$ cat src/rtl/synfifo_rr_drain.sv
// synfifo_rr_drain
//   Round-robin drain scheduler for N_QUEUE synfifo read ports. A non-empty FIFO
//   is granted, its rd_en is pulsed for one cycle, the word that appears on the
//   FIFO's registered buf_out is captured on the next cycle and then offered on a
//   valid/ready master port together with the id of the queue it came from.
//   With BURST > 1 the grant may stay on one queue for up to BURST words in a row.
//
// Ports
//   clk      single clock, all state on posedge
//   rst_n    asynchronous active-low reset
//   q_empty  buf_empty of each FIFO
//   q_data   buf_out of each FIFO, queue i at [i*D_WIDTH +: D_WIDTH]
//   q_rd_en  rd_en of each FIFO, registered, one-hot or zero
//   m_valid  output word valid
//   m_ready  downstream accepts when m_valid && m_ready
//   m_data   captured word
//   m_qid    source queue of m_data
//   busy     high whenever the scheduler is not idle
module synfifo_rr_drain #(
  parameter int N_QUEUE = 4,
  parameter int D_WIDTH = 8,
  parameter int BURST   = 4
) (
  input  logic                         clk,
  input  logic                         rst_n,
  input  logic [N_QUEUE-1:0]           q_empty,
  input  logic [N_QUEUE*D_WIDTH-1:0]   q_data,
  output logic [N_QUEUE-1:0]           q_rd_en,
  output logic                         m_valid,
  input  logic                         m_ready,
  output logic [D_WIDTH-1:0]           m_data,
  output logic [$clog2(N_QUEUE)-1:0]   m_qid,
  output logic                         busy
);

  localparam int QW = $clog2(N_QUEUE);
  localparam int BW = $clog2(BURST + 1);
  localparam logic [QW-1:0] LAST_Q    = QW'(N_QUEUE - 1);
  localparam logic [BW-1:0] BURST_MAX = BW'(BURST);

  typedef enum logic [1:0] {
    IDLE,
    POP,
    LATCH,
    SEND
  } state_t;

  state_t           state, state_next;
  logic [QW-1:0]    grant, rr_ptr;
  logic [BW-1:0]    burst_cnt;

  logic             arb_found;
  logic [QW-1:0]    arb_grant, arb_ptr, cand;
  logic [BW-1:0]    arb_cnt;
  logic             do_arb;
  logic [D_WIDTH-1:0] sel_data;

  // Modulo-N_QUEUE increment; works for non-power-of-two queue counts too.
  function automatic logic [QW-1:0] next_q(input logic [QW-1:0] q);
    return (q == LAST_Q) ? '0 : q + 1'b1;
  endfunction

  // Arbitration result, consumed only when the FSM says an arbitration happens.
  // rr_ptr always tracks the queue after the current grant, including when the
  // grant is kept for a burst, so the search after a burst starts past it.
  always_comb begin
    arb_found = 1'b0;
    arb_grant = grant;
    arb_cnt   = burst_cnt;
    arb_ptr   = rr_ptr;
    cand      = rr_ptr;
    if (!q_empty[grant] && (burst_cnt < BURST_MAX)) begin
      arb_found = 1'b1;
      arb_cnt   = burst_cnt + 1'b1;
      arb_ptr   = next_q(grant);
    end else begin
      for (int k = 0; k < N_QUEUE; k++) begin
        if (!arb_found && !q_empty[cand]) begin
          arb_found = 1'b1;
          arb_grant = cand;
          arb_cnt   = BW'(1);
          arb_ptr   = next_q(cand);
        end
        cand = next_q(cand);
      end
    end
  end

  // Next-state logic. Arbitration happens in IDLE and on the SEND handshake only,
  // so q_rd_en can never fire while a word is waiting for m_ready.
  always_comb begin
    state_next = state;
    do_arb     = 1'b0;
    case (state)
      IDLE: begin
        do_arb = 1'b1;
        if (arb_found) state_next = POP;
      end
      POP:   state_next = LATCH;
      LATCH: state_next = SEND;
      SEND: begin
        if (m_valid && m_ready) begin
          do_arb     = 1'b1;
          state_next = arb_found ? POP : IDLE;
        end
      end
      default: state_next = IDLE;
    endcase
  end

  always_comb begin
    sel_data = q_data[int'(grant)*D_WIDTH +: D_WIDTH];
  end

  // State, grant bookkeeping and output registers. q_rd_en is loaded on the edge
  // that enters POP, so it is high for exactly the POP cycle.
  always_ff @(posedge clk or negedge rst_n) begin
    if (!rst_n) begin
      state     <= IDLE;
      grant     <= '0;
      rr_ptr    <= '0;
      burst_cnt <= '0;
      q_rd_en   <= '0;
      m_valid   <= 1'b0;
      m_data    <= '0;
      m_qid     <= '0;
    end else begin
      state   <= state_next;
      q_rd_en <= '0;
      if (do_arb && arb_found) begin
        grant     <= arb_grant;
        burst_cnt <= arb_cnt;
        rr_ptr    <= arb_ptr;
        q_rd_en   <= {{(N_QUEUE-1){1'b0}}, 1'b1} << arb_grant;
      end
      if (state == LATCH) begin
        m_data  <= sel_data;
        m_qid   <= grant;
        m_valid <= 1'b1;
      end else if ((state == SEND) && m_ready) begin
        m_valid <= 1'b0;
      end
    end
  end

  assign busy = (state != IDLE);

endmodule
$ cat config.mk
export PLATFORM = sky130hd
export DESIGN_NAME = synfifo_rr_drain
export DESIGN_NICKNAME = d
export VERILOG_FILES = /design/src/rtl/synfifo_rr_drain.sv
export SDC_FILE = /design/constraint.sdc
export NUM_CORES = 1
export LEC_CHECK = 0
export ABC_CLOCK_PERIOD_IN_PS = 2400
export BUFFER_PORTS_ARGS = -buffer_cell sky130_fd_sc_hd__clkbuf_2
export CORE_ASPECT_RATIO = 1.2
export CORE_MARGIN = 1.5
export CORE_UTILIZATION = 47
export DETAILED_ROUTE_END_ITERATION = 16
export PLACE_DENSITY = 0.75
export SLEW_MARGIN = 0
export SYNTH_ARGS = -nofsm -noshare
export SYNTH_HDL_FRONTEND = slang
export SYNTH_SLANG_ARGS = --single-unit
$ cat constraint.sdc
create_clock -name clk -period 2.4 [get_ports clk]
set_clock_uncertainty 0.05 [all_clocks]
set_input_delay 0.24 -clock clk [delete_from_list [all_inputs] [get_ports clk]]
set_output_delay 0.24 -clock clk [all_outputs]
set_load 0.005 [all_outputs]
# ---- Word-level counts from Yosys, hierarchy flattened
# Cells that the tools add are included.
dict set report classes {
  n_addsub 6
  reduce_logical 19
  mux 47
  n_eq_ne 11
  order_cmp 6
  shift 2
}
# op n
set ops {}
lappend ops {{2-bit 2-to-1 mux} 17}
lappend ops {{32-bit by 6-bit indexed part select with 8-bit output} 1}
lappend ops {{1-bit 2-to-1 mux} 17}
lappend ops {{2-bit by 3-bit less-than comparator with 1-bit output (second input constant)} 5}
lappend ops {{3-bit 2-to-1 mux} 5}
lappend ops {{2-bit equality test (second input constant)} 7}
lappend ops {{2-bit by 1-bit adder with 2-bit output (second input constant)} 5}
lappend ops {{1-bit binary-select mux with 2-bit select} 5}
lappend ops {{2-bit one-hot mux with 4 select lines} 1}
lappend ops {{1-bit logical AND} 7}
lappend ops {{1-bit logical NOT} 7}
lappend ops {{5-bit by 2-bit inequality test with 1-bit output (second input constant)} 1}
lappend ops {{4-bit 2-to-1 mux} 1}
lappend ops {{2-bit inequality test (second input constant)} 2}
lappend ops {{2-bit AND reduction} 2}
lappend ops {{2-bit nonzero test} 2}
lappend ops {{1-bit by 2-bit left shift with 4-bit output (first input constant)} 1}
lappend ops {{3-bit by 1-bit adder with 3-bit output (second input constant)} 1}
lappend ops {{3-bit less-than comparator (second input constant)} 1}
lappend ops {{2-bit by 1-bit equality test with 1-bit output (second input constant)} 1}
lappend ops {{2-bit logical NOT} 1}
lappend ops {{1-bit one-hot mux with 2 select lines} 1}
dict set report word_totals {
  inputBits 39
  elab_cells 99
  ff_bits 24
  out_inout_bits 16
}

# ---- Logic depth before layout (Yosys ltp)
dict set report depth {
  depth_word 20
  depth_mapped 10
  depth_no_buf 7
}

# ---- Worst setup path after synthesis
# OpenSTA, ideal clock, no wires.
dict set report synth_path {
  path_kind {reg2reg}
  start {register rr_ptr[0]}
  end {register rr_ptr[1]}
  setup_ns 0.125
  t_arrival_ns 2.235
  path_buffers 2
  setup_slack_ns -0.010
  stages_incl_launch_ff 10
  path_cell_list {dfrtp_1 -> ha_1 -> buf_6 -> mux4_2 -> buf_6 -> nand2_8 -> o22ai_1 -> o41ai_1 -> o21ai_1 -> mux2_2}
}
dict set report synth_between {
  elab_chain_len 18
  elab_cells_between_ends 45
  classes_between {add/sub (4); eq/ne (5); mux (25); reduce/logical (11)}
}
# item line
set synth_lines {}
lappend synth_lines {{start, declared} 49} ;# logic [QW-1:0] grant, rr_ptr;
lappend synth_lines {{start signal, assigned} 133} ;# rr_ptr <= arb_ptr;
lappend synth_lines {{branches (longest 18 deep; another with 2-bit by 1-bit adder with 2-bit output)} --}
# Parallel ways; which one is timed is not known. The select of a mux whose other input is x is not followed.
# A chain may end at the register's enable or synchronous reset.

# ---- Final worst setup path
dict set report layout_path {
  start {register rr_ptr[1]}
  end {register rr_ptr[1]}
}
# The elaborated chain is that of the path after synthesis.

==> reports/summary.log <==
qor: cts.cts_tree done
qor: sta.finalCriticalPeriod 2.41 ns
qor: die.dieArea 0.00441 mm²
qor: routing.routed_via_density 5.75
qor: cts.clk-insertion-delay-late 0.26 ns
qor: outcome.outcome finished with violations
qor: layout.antenna-diode-count 0
qor: routing.drt_iter0_drc 61
qor: yosys.synth-async-reset-ratio 1.00
qor: power.total_leakage_power 1.13 nW
qor: cts.clock_sinks 24
qor: cts.ctsHtreeMaxLevel 1
qor: yosys.synthesis.yosys.warnings 0
qor: routing.route.detailed.drc 0
qor: placed_design.place_congestion 0.924
qor: placed_design.place_ws -0.0662 ns
qor: worst_setup_path.arrival 2.57 ns
qor: sta.worst_slack -0.0129 ns
qor: yosys.syn_nets 225
qor: cts.clk_transition_reported_paths 0.09 ns
qor: cts.numCtsBuffers 3
qor: outcome.failed_checks setup timing
qor: power.switchingPower 1.80 mW
qor: routing.route.detailed.wl_per_inst 15.1 µm
qor: flow_run.max_cap_viol_count 0
qor: power.powerDensity 1620 mW/mm²
qor: routing.drt_wl_total 4520 µm
qor: yosys.yosysTopAreaCellShare 0.318
qor: worst_setup_path.timing.critical_path.required 2.56 ns
qor: grt.grt_max_degree 25
qor: routing.drt_pass1_iterations 4
qor: worst_setup_path.worst_setup_path_start_kind flop
qor: die.initial_core_util 0.483
qor: sta.fin_tns_setup -0.0152 ns
qor: yosys.synthesis.area_per_instance 10.5 µm²
qor: power.netSwitchingFraction 0.438
qor: sta.slew_viol_final 0
qor: die.placementRows 25
qor: yosys.syn-instance-count 180
qor: die.ios 55
qor: yosys.post-synth-top-count-cell sky130_fd_sc_hd__dfrtp_1
qor: cts.ctsRootBufferMaster sky130_fd_sc_hd__clkbuf_8
qor: yosys.ys_top_cells_by_area sky130_fd_sc_hd__dfrtp_1, sky130_fd_sc_hd__mux4_2, sky130_fd_sc_hd__mux2_2, sky130_fd_sc_hd__ha_1, sky130_fd_sc_hd__o21ai_0
qor: sta.fin_worst_hold_slack 0.198 ns
qor: sta.finalSetupViolations 2
qor: grt.grt.overflow.total 0
qor: layout.areaGrowthSynthToFinish 33.7%
qor: power.vdd_ir_max 813 µV
qor: cts.max-clock-path-buffers 2
qor: layout.share_of_post_route_cells_with_drive_strength_above_1 0.533
qor: worst_setup_path.worst_setup_path_startpoint rr_ptr[1]$_DFFE_PN0P_
qor: worst_hold_path.hold_class in -> reg
qor: power.combPwrFrac 0.735
qor: power.seqPwrFrac 0.179
qor: yosys.synth.ff_latch_count 24
qor: die.core_area 0.00391 mm²
qor: power.clock_power_share 0.086
qor: worst_setup_path.reg2reg_setup_slack -0.01 ns
qor: sta.rsz0062_at_grt true
qor: worst_setup_path.regToRegEndpoint rr_ptr[1]$_DFFE_PN0P_
qor: worst_setup_path.worstPathMaxFanout 8
qor: yosys.synth.distinct_cells 53
qor: die.die_y 72.4 µm
qor: worst_setup_path.timing.rr.start rr_ptr[1]$_DFFE_PN0P_
qor: worst_hold_path.min_path_cells 3
qor: worst_hold_path.min_delay_worst_endpoint m_valid$_DFFE_PN0P_
qor: yosys.synthesis.area 0.00189 mm²
qor: yosys.synthDominantAreaCellType sky130_fd_sc_hd__dfrtp_1
qor: die.die_w 60.9 µm
qor: worst_hold_path.min-delay-start m_ready
qor: layout.nFillCells 304
qor: yosys.most_frequently_used_flop_master_after_synthesis sky130_fd_sc_hd__dfrtp_1
qor: placed_design.detailed_place_hpwl 3300 µm
qor: sta.timing.slew.headroom 0.616
qor: power.power.total 4.10 mW
qor: worst_setup_path.timing.reg2reg.worst_path_depth 8
qor: power.p_int 2.30 mW
qor: yosys.post_synth_most_frequent_cells sky130_fd_sc_hd__dfrtp_1, sky130_fd_sc_hd__mux2_2, sky130_fd_sc_hd__mux4_2, sky130_fd_sc_hd__nand2_1, sky130_fd_sc_hd__o21ai_0
qor: layout.nets 292
qor: worst_setup_path.type_of_element_capturing_the_critical_path flop
qor: grt.first_global_vias 1543
qor: sta.hold_violations 0
qor: routing.vias_after_detailed_routing 1725
qor: routing.detail-route-antenna-nets 0
qor: sta.maxClockFrequency 414 MHz
qor: placed_design.numPortBuffers 54
qor: grt.grt_usage 0.206
qor: sta.worstMarginPinSlew 0.576 ns
qor: grt.number_of_antenna_violations_at_the_first_check_in_global_routing 0
qor: worst_setup_path.type_of_the_worst_setup_path reg -> reg
qor: yosys.seq_area_frac_synth 0.318
qor: sta.min_period_over_period 1.01
qor: yosys.edff_count_synth 0
qor: grt.grt_first_pass_wirelength 7110 µm
critical path: stages, from the launching register on:
cell and delay, ns:
sky130_fd_sc_hd__dfrtp_1 0.43, sky130_fd_sc_hd__ha_4 0.29, sky130_fd_sc_hd__mux4_2 0.65, sky130_fd_sc_hd__nand2_8 0.13, sky130_fd_sc_hd__a211oi_2 0.06, sky130_fd_sc_hd__buf_4 0.16
sky130_fd_sc_hd__o31a_1 0.23, sky130_fd_sc_hd__o21ai_1 0.20, sky130_fd_sc_hd__mux2_4 0.18
state kept, by name (all words and copies together), names as in the netlist:
register / count
grant: 2
q_rd_en: 4
rr_ptr: 2
m_data: 8
state: 2
m_valid: 1
m_qid: 2
burst_cnt: 3
worst max path at each step:
stage                       endpoint  depth (start not counted)  slack, ns
2_1_floorplan  rr_ptr[1]$_DFFE_PN0P_                          9       0.01
3_3_place_gp   rr_ptr[0]$_DFFE_PN0P_                          8      -0.08
4_1_cts        rr_ptr[1]$_DFFE_PN0P_                          7      -0.03
3_5_place_dp   rr_ptr[1]$_DFFE_PN0P_                          6      -0.07
5_1_grt        rr_ptr[1]$_DFFE_PN0P_                          7      -0.06
6_report       rr_ptr[1]$_DFFE_PN0P_                          8      -0.01
power by group through the flow:
stage	clock, mW	combinational, mW	sequential (mW)
after global placement	0	2.49	0.718
final	0.351	3.01	0.734
after detailed placement	0	2.53	0.732
after floorplan	0	1.91	0.718
after CTS	0.354	2.78	0.730
after global routing	0.376	3.29	0.761
metal layers:
layer  vias to the layer above  GRT usage  share of wire
li1                        829          -              -
met1                       827      0.268           0.41
met2                        65      0.350           0.52
met3                         4     0.0250          0.052
met4                         0     0.0676          0.010
met5                         -          0              0
cell families after synthesis:
logic type | after synthesis | synth area share
multiplexers | 30 | 0.237
adder cells (fa/ha/maj) | 6 | 0.0398
XOR/XNOR | 1 | 0.00464
buffers and inverters | 22 | 0.0616
flip-flops | 24 | 0.318
AO/OA/AOI/OAI | 56 | 0.219
AND/OR/NAND/NOR | 41 | 0.119
layout make-up:
cell class              instances  area (µm²)  area share
clock inverters                 1        30.0      0.0119
flip-flops and latches         24         601       0.238
repair buffers                 75         450       0.178
inverters                       8        30.0      0.0119
well taps                      54        67.6      0.0268
multi-input cells             135        1300       0.517
clock buffers                   3        41.3      0.0164
cell usage in the layout, fill, tap and decap left out, drive strengths merged, types with 3 or more instances in the layout:
cell type,n
o21ai,16
or2,5
nand3,3
nor2,7
mux4,10
inv,8
a22oi,3
clkbuf,57
nand2,11
mux2,18
o22ai,3
nor3,6
a31oi,6
dfrtp,24
buf,20
a21oi,4
ha,6
per-stage QoR:
step                      instances  instance area (µm²)   util
after global placement          290                 2260  0.578
after floorplan                 180                 1890      -
after CTS                       297                 2440  0.625
after global routing            300                 2520  0.645
after detailed placement        290                 2260  0.578
final                           300                 2520  0.645
repair_timing:
item | 4_1_cts | 5_1_grt
endpoints found under the hold margin | 24 | 0
setup endpoints to repair | 8 | 10
gates resized for setup | 12 | 15
hold buffers | 1 | 0
cloned | 0 | 1
pin swaps | 4 | 11
setup buffers | 2 | 2
(Power assumes the default switching activity.)
